### config.mk
export PLATFORM = sky130hd
export DESIGN_NAME = piso_serializer
export DESIGN_NICKNAME = d
export VERILOG_FILES = /design/src/rtl/piso_serializer.sv
export SDC_FILE = /design/constraint.sdc
export NUM_CORES = 1
export LEC_CHECK = 0
export CAP_MARGIN = 20
export CORE_AREA = 5 5 42 44
export CTS_CLUSTER_DIAMETER = 40
export DETAILED_ROUTE_END_ITERATION = 10
export DIE_AREA = 0 0 47 49
export GPL_ROUTABILITY_DRIVEN = 1
export PLACE_DENSITY = 0.67
export RECOVER_POWER = 100
export SYNTH_ARGS = -nofsm -noshare
export SYNTH_HDL_FRONTEND = slang
export SYNTH_SLANG_ARGS = --single-unit
### constraint.sdc
create_clock -name clk -period 1.2 [get_ports clk]
set_clock_uncertainty 0.1 [all_clocks]
set_input_delay 0.24 -clock clk [delete_from_list [all_inputs] [get_ports clk]]
set_output_delay 0.24 -clock clk [all_outputs]
set_load 0.005 [all_outputs]
### src/rtl/piso_serializer.sv
// Parallel-in, serial-out transmitter: sends a WIDTH-bit word LSB first, one bit per en strobe.
// Optional macro SER_PARITY_EN appends an even-parity bit after the data bits.
module piso_serializer #(
    parameter int WIDTH = 4
) (
    input  logic             clk,
    input  logic             rst,
    input  logic             en,
    input  logic             load_valid,
    output logic             load_ready,
    input  logic [WIDTH-1:0] p_in,
    output logic             d_out,
    output logic             tx_valid,
    output logic             busy,
    output logic             done
);

`ifdef SER_PARITY_EN
    localparam int NBITS = WIDTH + 1;
`else
    localparam int NBITS = WIDTH;
`endif
    localparam int CNT_W = $clog2(NBITS + 1);
    localparam logic [CNT_W-1:0] LAST_CNT = CNT_W'(NBITS - 1);
    localparam logic [CNT_W-1:0] CNT_ONE  = CNT_W'(1);

    typedef enum logic {
        IDLE  = 1'b0,
        SHIFT = 1'b1
    } state_e;

    state_e             state_q, state_d;
    logic [NBITS-1:0]   shreg_q, shreg_d;
    logic [CNT_W-1:0]   cnt_q, cnt_d;
    logic               done_q, done_d;
    logic [NBITS-1:0]   load_word;

`ifdef SER_PARITY_EN
    // Parity rides in the top bit so it falls out of the shifter after the data.
    assign load_word = {^p_in, p_in};
`else
    assign load_word = p_in;
`endif

    always_ff @(posedge clk) begin
        if (!rst) begin
            state_q <= IDLE;
            shreg_q <= '0;
            cnt_q   <= '0;
            done_q  <= 1'b0;
        end else begin
            state_q <= state_d;
            shreg_q <= shreg_d;
            cnt_q   <= cnt_d;
            done_q  <= done_d;
        end
    end

    // Handshake: a word transfers at an edge where load_valid && load_ready;
    // load_ready is high only in IDLE, so offers made while shifting are ignored.
    always_comb begin
        state_d    = state_q;
        shreg_d    = shreg_q;
        cnt_d      = cnt_q;
        done_d     = 1'b0;
        load_ready = 1'b0;
        busy       = 1'b0;
        tx_valid   = 1'b0;
        d_out      = 1'b0;
        case (state_q)
            IDLE: begin
                load_ready = 1'b1;
                if (load_valid) begin
                    shreg_d = load_word;
                    cnt_d   = '0;
                    state_d = SHIFT;
                end
            end
            SHIFT: begin
                busy     = 1'b1;
                d_out    = shreg_q[0];
                tx_valid = en;
                if (en) begin
                    shreg_d = shreg_q >> 1;
                    cnt_d   = cnt_q + CNT_ONE;
                    if (cnt_q == LAST_CNT) begin
                        state_d = IDLE;
                        done_d  = 1'b1;
                    end
                end
            end
            default: state_d = IDLE;
        endcase
    end

    assign done = done_q;

endmodule

# Yosys cells after proc, flatten, opt, wreduce, memory -nomap -nowiden
# Index checks and enable logic that the tools add are counted.
# totals
out_inout_bits,5
wordCells,26
register_bits,9
input_bits,8
# op_classes
muxes,15
bitwise,1
reduce_logical,2
n_addsub,1
n_eq_ne,3
# op_table
op,count
$mux 1,8
$mux 4,2
$pmux 4 s2,1
$mux 3,2
$pmux 3 s2,1
$ne 2x2->1 const B,2
$add 3x1->3 const B,1
$eq 3x2->1 const B,1
$reduce_and 3->1,1
$pmux 1 s2,1
$reduce_and 2->1,1
$not 1->1,1

# Longest topological paths before layout
# Gate-level depths: netlist of run 1.
# depth
depth_word,4
ltp_mapped,5
depth_no_buf,4

# Worst setup path before layout of run 1
# OpenSTA, ideal clock, no wires.
# synth_path
path_type,reg2reg
startpoint,register state_q
endpoint,register shreg_q[0]
path_slack_ns,-0.025
synth_period_minus_slack_ns,1.225
t_required_ns,0.984
setup_ns,0.116
path_buffers,1
t_arrival_ns,1.009
stages_incl_launch_ff,4
path_cell_list,dfxtp_1 buf_6 mux2_4 o211a_1
# synth_via
elab_chain_cells,3
word_cells_on_any_way,5
# synth_lines
item,line,rtl
start: declaration,32,"state_e state_q, state_d;"
start signal: assignment,52,state_q <= state_d;
$not 1->1,n/a,
$ne 2x2->1 (no line),n/a,
$reduce_and 2->1 (no line),n/a,
end signal: assignment,53,shreg_q <= shreg_d;
end: declaration,33,"logic [NBITS-1:0] shreg_q, shreg_d;"
# Several ways; a longest one is shown, not always the timed one.
# A chain may end at the register's enable or synchronous reset.

# Final worst setup path of run 1
# layout_path
startpoint,register state_q
endpoint,register shreg_q[2]
# Same word-level chain as after synthesis.

==> results of run 1 <==
-- placed cells by master (no fill, tap or decap), drive strengths merged --
cell / instances
dfxtp: 9
mux2i: 5
a32oi: 1
clkdlybuf4s50: 6
mux2: 1
o211a: 3
and3: 1
inv: 3
o22ai: 1
buf: 16
dlygate4sd2: 2
nand2: 4
nor2b: 2
a21oi: 1
and2: 3
ha: 2
o21ai: 1
clkbuf: 4
a22oi: 1
-- cell usage after synthesis, drive strengths merged --
cell / n / share of area [%]
dfxtp: 9 / 44
mux2i: 5 / 12
nand2: 4 / 3.7
and2: 3 / 4.9
inv: 3 / 2.8
o211a: 3 / 7.3
ha: 2 / 6.1
nor2b: 2 / 3.1
a21oi: 1 / 1.2
a22oi: 1 / 1.8
a32oi: 1 / 2.1
and3: 1 / 1.5
buf: 1 / 2.8
mux2: 1 / 3.7
o21ai: 1 / 1.2
o22ai: 1 / 1.5
-- final cells by class --
| class | count | area, sq um |
|---|---|---|
| Multi-Input combinational cell | 26 | 220 |
| Inverter | 3 | 13.8 |
| Sequential cell | 9 | 184 |
| Clock buffer | 4 | 26.3 |
| Timing Repair Buffer | 24 | 221 |
| Tap cell | 16 | 20.0 |
| Fill cell | 146 | 716 |
-- cell families after synthesis --
kind of cell             after synthesis  share of synthesized area [%]
AND/OR/NAND/NOR                       10                           13.1
adder cells (fa/ha/maj)                2                           6.12
multiplexers                           6                           15.9
AO/OA/AOI/OAI                          8                           15.3
flip-flops                             9                           44.0
buffers and inverters                  4                           5.50
-- worst min-delay path by stage --
| stage | start | to | slack, ns |
|---|---|---|---|
| final | shreg_q[1] | shreg_q[1] | 0.40 |
| after global routing | shreg_q[0] | shreg_q[0] | 0.42 |
| after CTS | shreg_q[2] | shreg_q[2] | 0.40 |
| after detailed placement | shreg_q[0] | shreg_q[0] | 0.39 |
| after global placement | shreg_q[0] | shreg_q[0] | 0.37 |
| after floorplan | rst | cnt_q[0] | 0.26 |
-- where the power goes --
part           switching, mW  total, mW  internal (mW)  leakage [nW]
clock                  0.108      0.236          0.128        0.0150
combinational         0.0547      0.154         0.0991         0.249
sequential           0.00992      0.324          0.314        0.0743
total                  0.172      0.714          0.542         0.339
-- routing by layer --
layer	wire, um	GRT usage (%)	up-vias	share of wire, %
met1	426	10.8	173	47
met3	65	2.21	2	7.2
met4	6	6.91	0	0.66
li1	-	-	193	-
met2	409	12.4	10	45
met5	0	0	-	0
-- worst max-delay path: cells and delay by family (launching register included) --
family	cells	cell delay, ns
buffers and inverters	2	0.23
multiplexers	1	0.34
AO/OA/AOI/OAI	1	0.21
flip-flops	1	0.36
-- flip-flops by register name, indices dropped and copies added, names as in the netlist --
signal,flops
done,1
shreg_q,4
state_q,1
cnt_q,3
-- repair_timing --
| action | 4_1_cts | 5_1_grt |
|---|---|---|
| resized for setup | 26 | 7 |
| pin swaps | 2 | 1 |
| setup endpoints to repair | 10 | 11 |
| buffers inserted | 4 | 0 |
==> flow_summary.toml, run 1 <==
[run_status]
status = "complete, but fails checks"
violations = "setup timing"

[detailed_routing]
drt_iter0_markers = 3
vias = 378
drt_drc_violations_left = 0
routed_wl_um = 908
ant_nets = 0
drt-pass1-iter-count = 2
avgRoutedWirePerCell_um = 11.1
viasPerCell = 4.61

[synth]
seq_area_frac_synth_pct = 44.0
syn_nets = 49
synthCells = 39
synth_warnings = 0
avgSynthCellArea_sq_um = 10.5
synth.distinct_cells = 17
syn_area_sq_um = 409
ys_ff_latch = 9

[worst_setup_path]
crit_type = "flip-flop to flip-flop"
r2r_end = "shreg_q[2]"
critPathCapture = "shreg_q[2]"
crit_path_end_kind = "flip-flop"
path_common_cell = "buf_6"
rrSetupSlack_ns = -0.14
crit_path_start_kind = "flip-flop"
required_ns = 1.25
startpoint = "state_q"
critPathArrivalTime_ns = 1.40
path_max_fanout = 8
cp_slowest_cell = "dfxtp_4"
crit_path_cell_trace = "buf_6 > buf_6 > mux2_4 > o211a_1"
ff2ff_path_depth = 4
r2r-start = "state_q"
cpPeakStageDelay_ns = 0.36

[sta]
setup_viol = 9
slew_violations = 0
fmax_ghz = 0.745
final.setup.tns_ns = -0.958
hold_viol = 0
layout_min_cycle_time_ns = 1.34
period_share_pct = 112
fin_ws_ns = -0.143
hold_ws_ns = 0.405
max_slew_margin_pct = 81.1
worstMarginPinSlew_ns = 0.283
rsz0062_at_grt = "yes"

[place]
gp_congestion = 0.666
place_area_sq_um = 599
pre_cts_ws_ns = -0.515
portBuffers = 12
dpl.cell_count = 74
detailed_place_hpwl_um = 662

[power]
design_power_total_mw = 0.714
leakage_nw = 0.339
p_per_area_nw_per_um2 = 1040
peakVddDrop_uv = 589

[die]
start_util_pct = 29.2
die_x_um = 47
dieArea_sq_um = 2300
rows = 14
pin_count = 13
die_h_um = 49
core-area_sq_um = 1400

[clocking]
clock_latency_ns = 0.26
cts_tree = "yes"
cts_buffers = 3
clock-sinks = 9
ctsLongestPathBuffers = 2
htree_levels = 1
clk_pin_slew_ns = 0.06
root_buffer = "clkbuf_4"
cts-hold-fix-buffers = 0

[grt]
grt_pass1_wl_um = 1460
track_usage_pct = 8.80
grt_pass1_vias = 378
grt_max_degree = 10
antenna_found_initial = 0
grt_overflow = 0

[cells_and_area]
fin_area_sq_um = 686
final_core_util_pct = 48.9
fin_cells = 82
antenna_cells = 0
layout-drive-gt1-share_pct = 40.9
syn_to_final_growth_pct = 67.6
finish.net_count = 77

[flow_run]
maxCapViolations = 0

[hold_path]
worstHoldPathType = "flip-flop to flip-flop"
holdPathStages = 1
Note: power is estimated with default switching activity, not from simulation.
==> inputs of run 2 (changes only) <==
--- a/config.mk
+++ b/config.mk
@@ -10,7 +10,6 @@
 export CTS_CLUSTER_DIAMETER = 40
 export DETAILED_ROUTE_END_ITERATION = 10
 export DIE_AREA = 0 0 47 49
-export GPL_ROUTABILITY_DRIVEN = 1
 export PLACE_DENSITY = 0.67
 export RECOVER_POWER = 100
 export SYNTH_ARGS = -nofsm -noshare
==> results of run 2 <==
The final DEF is identical to that of run 1; final timing and power are the same.
==> inputs of run 3 (changes only) <==
--- a/config.mk
+++ b/config.mk
@@ -6,10 +6,10 @@
 export NUM_CORES = 1
 export LEC_CHECK = 0
 export CAP_MARGIN = 20
-export CORE_AREA = 5 5 42 44
+export CORE_AREA = 4 4 41 43
 export CTS_CLUSTER_DIAMETER = 40
 export DETAILED_ROUTE_END_ITERATION = 10
-export DIE_AREA = 0 0 47 49
+export DIE_AREA = 0 0 45 47
 export PLACE_DENSITY = 0.67
 export RECOVER_POWER = 100
 export SYNTH_ARGS = -nofsm -noshare
==> flow_summary.toml, run 3 (synthesized netlist as in run 1, its figures left out) <==
[clocking]
cts_tree = "yes"
cts_buffers = 3
clock-sinks = 9
root_buffer = "clkbuf_4"
htree_levels = 1
clk_pin_slew_ns = 0.06
ctsLongestPathBuffers = 2
clock_latency_ns = 0.25

[detailed_routing]
viasPerCell = 4.38
drt-pass1-iter-count = 3
drt_iter0_markers = 5
ant_nets = 0
drt_drc_violations_left = 0
avgRoutedWirePerCell_um = 9.88
vias = 368
routed_wl_um = 830

[cells_and_area]
finish.net_count = 80
final_common_cell = "buf_4"
antenna_cells = 0
final_cell_mix = "buf_4 (13), dfxtp_1 (8), clkdlybuf4s50_1 (6), mux2i_1 (5), buf_6 (5)"
nFillCells = 131
fin_cells = 84
final_core_util_pct = 52.8
layout-drive-gt1-share_pct = 40.6
largest_register_ffs = 4
syn_to_final_growth_pct = 67.9
reg_top3 = "shreg_q x4, cnt_q x3"
regMostFlops = "shreg_q"

[flow_run]
maxCapViolations = 0

[power]
leakage_nw = 0.350
seqPwrFrac_pct = 45.9
intPower_mw = 0.542
p_per_area_nw_per_um2 = 1020
p_sw_mw = 0.162
peakVddDrop_uv = 583
p_sw_share_pct = 23.0
pwr-share-clk_pct = 32.6
power_frac_comb_pct = 21.5

[worst_setup_path]
crit_path_end_kind = "flip-flop"
cp_slowest_cell = "dfxtp_4"
path_common_cell = "buf_6"
crit_type = "flip-flop to flip-flop"
startpoint = "state_q"
required_ns = 1.25
crit_path_start_kind = "flip-flop"
ff2ff_path_depth = 4
critPathCapture = "shreg_q[2]"
critPathArrivalTime_ns = 1.39
r2r_end = "shreg_q[2]"
path_max_fanout = 8
cpPeakStageDelay_ns = 0.35
crit_path_cell_trace = "buf_6 > buf_6 > mux2_4 > o211a_1"
rrSetupSlack_ns = -0.14
r2r-start = "state_q"

[die]
rows = 13
dieArea_sq_um = 2120
die_h_um = 47
start_util_pct = 31.4
core-area_sq_um = 1300
pin_count = 13
die_x_um = 45

[sta]
hold_viol = 0
fin_ws_ns = -0.141
worstMarginPinSlew_ns = 0.190
fmax_ghz = 0.745
final.setup.tns_ns = -0.899
setup_viol = 9
layout_min_cycle_time_ns = 1.34
period_share_pct = 112
slew_violations = 0
max_slew_margin_pct = 86.9
rsz0062_at_grt = "yes"
hold_ws_ns = 0.398

[grt]
track_usage_pct = 8.16
grt_pass1_vias = 323
use_met1_pct = 9.84
gr-usage-met2_pct = 12.7
grt_overflow = 0
grt_max_degree = 9
grt_pass1_wl_um = 1230
grt.busiest_layer = "met2"
antenna_found_initial = 0
use_met3_pct = 2.30

[place]
pre_cts_ws_ns = -0.508
portBuffers = 12
dpl.cell_count = 73
gp_congestion = 0.707

[run_status]
status = "complete, but fails checks"
violations = "setup timing"

[hold_path]
worstHoldPathType = "flip-flop to flip-flop"
==> run 3: what timing repair did <==
action                                  CTS  global route
gates resized for setup                  25             3
setup buffers                             3             4
endpoints found under the setup margin   10             9
pin swaps                                 0             1
cloned                                    0             0
hold buffers                              0             0
==> run 3: final cells by class <==
| type | count | area, sq um | share of cell area [%] |
|---|---|---|---|
| multi-input cells | 26 | 210 | 30.6 |
| clock buffers | 4 | 26.3 | 3.83 |
| flip-flops and latches | 9 | 184 | 26.8 |
| well taps | 15 | 18.8 | 2.73 |
| inverters | 3 | 11.3 | 1.64 |
| repair buffers | 27 | 236 | 34.4 |
==> run 3: worst max-delay path: cells and delay by family (launching register included) <==
| family | cells | cell delay (ns) |
|---|---|---|
| buffers and inverters | 2 | 0.24 |
| multiplexers | 1 | 0.33 |
| flip-flops | 1 | 0.35 |
| AO/OA/AOI/OAI | 1 | 0.21 |
==> run 3: metal layers <==
metal	share of wire [%]	vias up
met5	0	-
met4	2.2	0
met3	6.4	2
met2	46	9
met1	45	158
li1	-	199
==> run 3: how the worst min path moves through the flow <==
stage                           from         end  slack, ns  cells after the start
after floorplan                  rst    cnt_q[0]       0.26                      1
after global placement    shreg_q[0]  shreg_q[0]       0.38                      1
after detailed placement  shreg_q[0]  shreg_q[0]       0.38                      1
after CTS                 shreg_q[0]  shreg_q[0]       0.40                      1
after global routing      shreg_q[1]  shreg_q[1]       0.43                      1
final                     shreg_q[0]  shreg_q[0]       0.40                      1
==> run 3: metrics by stage <==
step	total power [mW]	area, sq um
6_report	0.704	687
5_1_grt	0.749	687
4_1_cts	0.692	651
3_5_place_dp	0.453	598
3_3_place_gp	0.453	598
2_1_floorplan	0.386	410
==> run 3: power by group through the flow <==
stage	Sequential [mW]	Combinational, mW	Clock, mW
6_report	0.323	0.151	0.230
5_1_grt	0.324	0.164	0.261
4_1_cts	0.323	0.135	0.233
3_5_place_dp	0.333	0.121	0
3_3_place_gp	0.332	0.120	0
2_1_floorplan	0.329	0.0576	0
